## src/rtl/saturate_pack_pkg.sv

```systemverilog
// Shared constants and types for the 32-to-8 saturating packer.
// Saturation bounds, thresholds and the output-register state enum.
package saturate_pack_pkg;

  localparam logic signed [7:0] SAT_MAX = 8'sh7F;
  localparam logic signed [7:0] SAT_MIN = 8'sh80;

  localparam logic signed [31:0] SAT_HI = 32'sd127;
  localparam logic signed [31:0] SAT_LO = -32'sd128;

  typedef enum logic {
    EMPTY = 1'b0,
    FULL  = 1'b1
  } ostate_t;

endpackage

```

## src/rtl/saturate_pack_32to8_narrow.sv

```systemverilog
// sat_narrow_32to8: combinational signed 32-bit to 8-bit saturator.
// Ports: word (in, 32) -> narrow (8), sat (1, clipping occurred).
module sat_narrow_32to8
  import saturate_pack_pkg::*;
(
  input  logic [31:0] word,
  output logic [7:0]  narrow,
  output logic        sat
);

  logic hi;
  logic lo;

  assign hi = $signed(word) > SAT_HI;
  assign lo = $signed(word) < SAT_LO;

  always_comb begin
    narrow = word[7:0];
    sat    = 1'b0;
    unique case (1'b1)
      hi: begin
        narrow = SAT_MAX;
        sat    = 1'b1;
      end
      lo: begin
        narrow = SAT_MIN;
        sat    = 1'b1;
      end
      default: ;
    endcase
  end

endmodule

```

## src/rtl/saturate_pack_32to8.sv

```systemverilog
// Saturating 32->8 narrower packing LANES bytes per output word.
// Ports: clk, reset (sync, active-high), in_valid/in_ready/in_data/
// in_last, out_valid/out_ready/out_data/out_keep/out_last.
// Macro SAT_PACK_STATUS_EN adds out_sat and sat_count (CNT_W).
module saturate_pack_32to8
  import saturate_pack_pkg::*;
#(
  parameter int LANES = 4
`ifdef SAT_PACK_STATUS_EN
  ,
  parameter int CNT_W = 16
`endif
) (
  input  logic               clk,
  input  logic               reset,
  input  logic               in_valid,
  output logic               in_ready,
  input  logic [31:0]        in_data,
  input  logic               in_last,
  output logic               out_valid,
  input  logic               out_ready,
  output logic [8*LANES-1:0] out_data,
  output logic [LANES-1:0]   out_keep,
  output logic               out_last
`ifdef SAT_PACK_STATUS_EN
  ,
  output logic [LANES-1:0]   out_sat,
  output logic [CNT_W-1:0]   sat_count
`endif
);

  localparam int IDX_W = (LANES > 1) ? $clog2(LANES) : 1;

  ostate_t            state;
  logic [IDX_W-1:0]   idx;
  logic [8*LANES-1:0] acc;
  logic [8*LANES-1:0] word_nxt;
  logic [LANES-1:0]   keep_nxt;
  logic [7:0]         narrow;
  logic               sat;
  logic               accept;
  logic               complete;

  sat_narrow_32to8 u_narrow (
    .word   (in_data),
    .narrow (narrow),
    .sat    (sat)
  );

  assign out_valid = (state == FULL);
  // Ready ignores in_valid/in_last so it never loops back combinationally.
  assign in_ready  = !out_valid || out_ready;
  assign accept    = in_valid && in_ready;
  assign complete  = accept &&
    ((idx == IDX_W'(LANES - 1)) || in_last);

  // Lanes above idx are still zero from the last clear,
  // which gives the 0x00 fill for flushed partial words.
  always_comb begin
    word_nxt = acc;
    word_nxt[{idx, 3'b000} +: 8] = narrow;
    for (int i = 0; i < LANES; i++) begin
      keep_nxt[i] = (IDX_W'(i) <= idx);
    end
  end

  always_ff @(posedge clk) begin
    if (reset) begin
      state    <= EMPTY;
      idx      <= '0;
      acc      <= '0;
      out_data <= '0;
      out_keep <= '0;
      out_last <= 1'b0;
    end else begin
      if (complete) begin
        state    <= FULL;
        idx      <= '0;
        acc      <= '0;
        out_data <= word_nxt;
        out_keep <= keep_nxt;
        out_last <= in_last;
      end else begin
        if (accept) begin
          idx <= idx + 1'b1;
          acc <= word_nxt;
        end
        if (out_valid && out_ready) begin
          state <= EMPTY;
        end
      end
    end
  end

`ifdef SAT_PACK_STATUS_EN
  logic [LANES-1:0] sat_acc;
  logic [LANES-1:0] sat_nxt;

  always_comb begin
    sat_nxt      = sat_acc;
    sat_nxt[idx] = sat;
  end

  always_ff @(posedge clk) begin
    if (reset) begin
      sat_acc   <= '0;
      out_sat   <= '0;
      sat_count <= '0;
    end else begin
      if (complete) begin
        sat_acc <= '0;
        out_sat <= sat_nxt;
      end else if (accept) begin
        sat_acc <= sat_nxt;
      end
      if (accept && sat && (sat_count != '1)) begin
        sat_count <= sat_count + 1'b1;
      end
    end
  end
`endif

endmodule

```

## config.mk

```make
export PLATFORM = sky130hd
export DESIGN_NAME = saturate_pack_32to8
export DESIGN_NICKNAME = d
export VERILOG_FILES = /design/src/rtl/saturate_pack_pkg.sv /design/src/rtl/saturate_pack_32to8_narrow.sv /design/src/rtl/saturate_pack_32to8.sv
export SDC_FILE = /design/constraint.sdc
export NUM_CORES = 1
export LEC_CHECK = 0
export CELL_PAD_IN_SITES_DETAIL_PLACEMENT = 0
export CELL_PAD_IN_SITES_GLOBAL_PLACEMENT = 1
export CORE_UTILIZATION = 41
export DETAILED_ROUTE_END_ITERATION = 8
export GPL_ROUTABILITY_DRIVEN = 0
export HOLD_SLACK_MARGIN = 0.1
export PLACE_DENSITY_LB_ADDON = 0.15
export SLEW_MARGIN = 20
export SYNTH_ARGS = -nofsm -noshare
export SYNTH_HDL_FRONTEND = slang
export SYNTH_SLANG_ARGS = --single-unit
export TNS_END_PERCENT = 5
```

## constraint.sdc

```tcl
create_clock -name clk -period 6.3 [get_ports clk]
set_clock_uncertainty 0.2 [all_clocks]
set_input_delay 1.89 -clock clk [delete_from_list [all_inputs] [get_ports clk]]
set_output_delay 1.89 -clock clk [all_outputs]
set_load 0.02 [all_outputs]
```

==> impl_metrics.tcl, run 1 <==
set metrics [dict create \
    r2r_cells 7 \
    stdcell_area_um2 4590 \
    wire_per_inst_um 17.5 \
    syn_avg_cell_area_um2 9.22 \
    antennaDiodeCount 0 \
    rsz0062_at_grt "no" \
    clock_path_buffers 2 \
    grt_max_degree 33 \
    finalSetupTns_ps 0 \
    netlist.area_leader.share_pct 40.3 \
    vias 3376 \
    nFillCells 791 \
    r2r_slack_ps 3500 \
    netlist_instances 388 \
    critPathKind "in2out" \
    min_path_type "reg2reg" \
    std_cell_rows 33 \
    dpl.hpwl_um 6730 \
    path_max_fanout 11 \
    dp_cells 550 \
    insertion_delay_ps 350 \
    cts_max_level 3 \
    cts_tree "built" \
    fin_crit_sh_pct 85.9 \
    drive_gt1_share_pct 9.54 \
    p_per_area_nw_per_um2 206 \
    synth_seq_cells 72 \
    synth-edff-count 0 \
    irDropWorstVdd_mv 0.108 \
    clkTransAtPathRegs_ps 80 \
    power.leakage_nw 1.45 \
    drcViolationCount 0 \
    whs_ps 257 \
    ios 76 \
    ys_seq_area_share_pct 40.3 \
    critPathCaptureType "primary output" \
    antenna_left 0 \
    critPathRequiredTime_ps 4210 \
    synth_area_leaders "dfxtp_1 (40%), o211ai_1 (8.8%), nand3_1 (5.0%), nor2b_1 (4.2%), mux2i_1 (3.9%)" \
    start_util_pct 42.9 \
    die_x_um 95.4 \
    startpoint_type "primary input" \
    finalSetupViolCount 0 \
    tightest_slew_ps 1090 \
    period_minus_slack_ps 5410 \
    hold_buffers 0 \
    yosys.area.top_type "dfxtp_1" \
    antenna_found_initial 0 \
    cts_root_buffer "clkbuf_8" \
    slew-limit-headroom_pct 26.9 \
    min_path_cells 2 \
    ys_types 38 \
    power_mw 0.943 \
    cts.repair.resized 0 \
    stdcell_count 566 \
    coreArea_um2 8340 \
    synth_ff_type "dfxtp_1" \
    wl_um 9920 \
    ys_async_sr_fraction_pct 0 \
    placed_cell_area_um2 4400 \
    maxSlewViolCount 0 \
    port_buffers 75 \
    synth_most_common_cell "dfxtp_1" \
    cts_sinks 72 \
    syn_area_um2 3580 \
    status "completed" \
    hold_violations 0 \
    ys_warn_count 0 \
    grt_usage_pct 23.2 \
    chipHeight_um 95.4 \
    arrival_ps 3320 \
    first_pass_iters 4 \
    synth_common_cells "dfxtp_1 (72), o211ai_1 (42), nand3_1 (36)" \
    num-nets-final 500 \
    area_growth_syn_to_layout_pct 28.2 \
    cts_buffers 9 \
    synth_nets 432 \
    post-cts-setup-buffers 0 \
    fp.dieArea_um2 9100 \
    overflow 0 \
    grt_pass1_wl_um 16100 \
    drv_cap 0 \
    fmax_mhz 185 \
    drt_iter0_drc 138 \
    viasPerCell 5.96 \
    grt_pass1_vias 3162 \
]
-- where the power goes --
group / switching, mW / leakage (nW) / internal (mW)
registers: 0.00718 / 0.583 / 0.466
logic: 0.0844 / 0.787 / 0.0584
clock network: 0.184 / 0.0854 / 0.143
-- layout make-up --
| cell class | count | area [um2] | area share, % |
|---|---|---|---|
| multi-input cells | 285 | 2020 | 44.1 |
| clock inverters | 7 | 47.5 | 1.04 |
| inverters | 8 | 30.0 | 0.655 |
| clock buffers | 9 | 124 | 2.70 |
| flip-flops and latches | 72 | 1440 | 31.4 |
| well taps | 105 | 131 | 2.86 |
| repair buffers | 80 | 788 | 17.2 |
-- path summary, 6_finish.rpt --
check / to / from
min: out_last / out_last
max reg2reg: out_keep[1] / idx[0]
min reg2reg: out_last / out_last
max: in_ready / out_ready
-- registers in the layout (all words and copies together), names as in the netlist --
| name | flops |
|---|---|
| acc | 32 |
| out_valid | 1 |
| idx | 2 |
| out_data | 32 |
| out_keep | 4 |
| out_last | 1 |
-- cell usage in the layout (no fill, tap or decap), drive strengths merged --
cell           netlist  layout
o21ai               14      14
o31a                14      14
mux2i               14      14
dfxtp               72      72
nor4                23      23
clkdlybuf4s50        0      75
nand4                7       7
clkinv               0       4
nand2b              14      14
buf                 13       5
inv                  8       9
a21oi                6       6
nand2               15      15
nand3               36      36
clkbuf              10       9
nor2                19      19
clkinvlp             0       2
o221ai              14      14
xnor2                1       1
nor2b               24      24
ha                   7       7
o211ai              42      42
a221oi               1       1
and4bb               1       1
a31oi                8       8
nor3                 8       8
or2                  1       1
o2111ai              8       8
a211oi               5       5
a32oi                1       1
a22o                 1       1
and4b                1       1
-- stage by stage --
step                      worst slack, ps  util, %
after floorplan                      1770        -
after global placement                890     52.7
after detailed placement              899     52.7
after CTS                             890     54.8
after global routing                  841     55.0
final                                 887     55.0
-- cell families after synthesis --
kind of cell,Yosys count,synth area share (%)
mux,14,3.92
simple gates,149,24.1
fa+ha+maj,7,2.45
buf+inv,31,3.81
flops,72,40.3
compound gates,114,25.2
xor+xnor,1,0.245
-- critical path, stage by stage --
cell and delay, ps:
clkdlybuf4s50_1 470, nor2b_2 50, inv_1 250, clkdlybuf4s50_1 670
-- per-layer routing --
metal | global-route usage, % | share of wire (%) | up-vias
met2 | 35.7 | 47 | 102
met5 | 0 | 0 | -
li1 | - | - | 1647
met4 | 6.72 | 1.7 | 0
met1 | 31.9 | 46 | 1617
met3 | 5.82 | 5.9 | 10
No activity file was read; power rests on OpenSTA's default activity.
==> inputs of run 2 (changes only) <==
--- a/config.mk
+++ b/config.mk
@@ -8,6 +8,7 @@
 export CELL_PAD_IN_SITES_DETAIL_PLACEMENT = 0
 export CELL_PAD_IN_SITES_GLOBAL_PLACEMENT = 1
 export CORE_UTILIZATION = 41
+export CTS_CLUSTER_DIAMETER = 40
 export DETAILED_ROUTE_END_ITERATION = 8
 export GPL_ROUTABILITY_DRIVEN = 0
 export HOLD_SLACK_MARGIN = 0.1
==> results of run 2 <==
No change in the layout: final DEF, timing and power equal those of run 1.
==> inputs of run 3 (changes only) <==
--- a/config.mk
+++ b/config.mk
@@ -13,6 +13,7 @@
 export GPL_ROUTABILITY_DRIVEN = 0
 export HOLD_SLACK_MARGIN = 0.1
 export PLACE_DENSITY_LB_ADDON = 0.15
+export SKIP_LAST_GASP = 1
 export SLEW_MARGIN = 20
 export SYNTH_ARGS = -nofsm -noshare
 export SYNTH_HDL_FRONTEND = slang
==> results of run 3 <==
No change in the layout: final DEF, timing and power equal those of run 1.
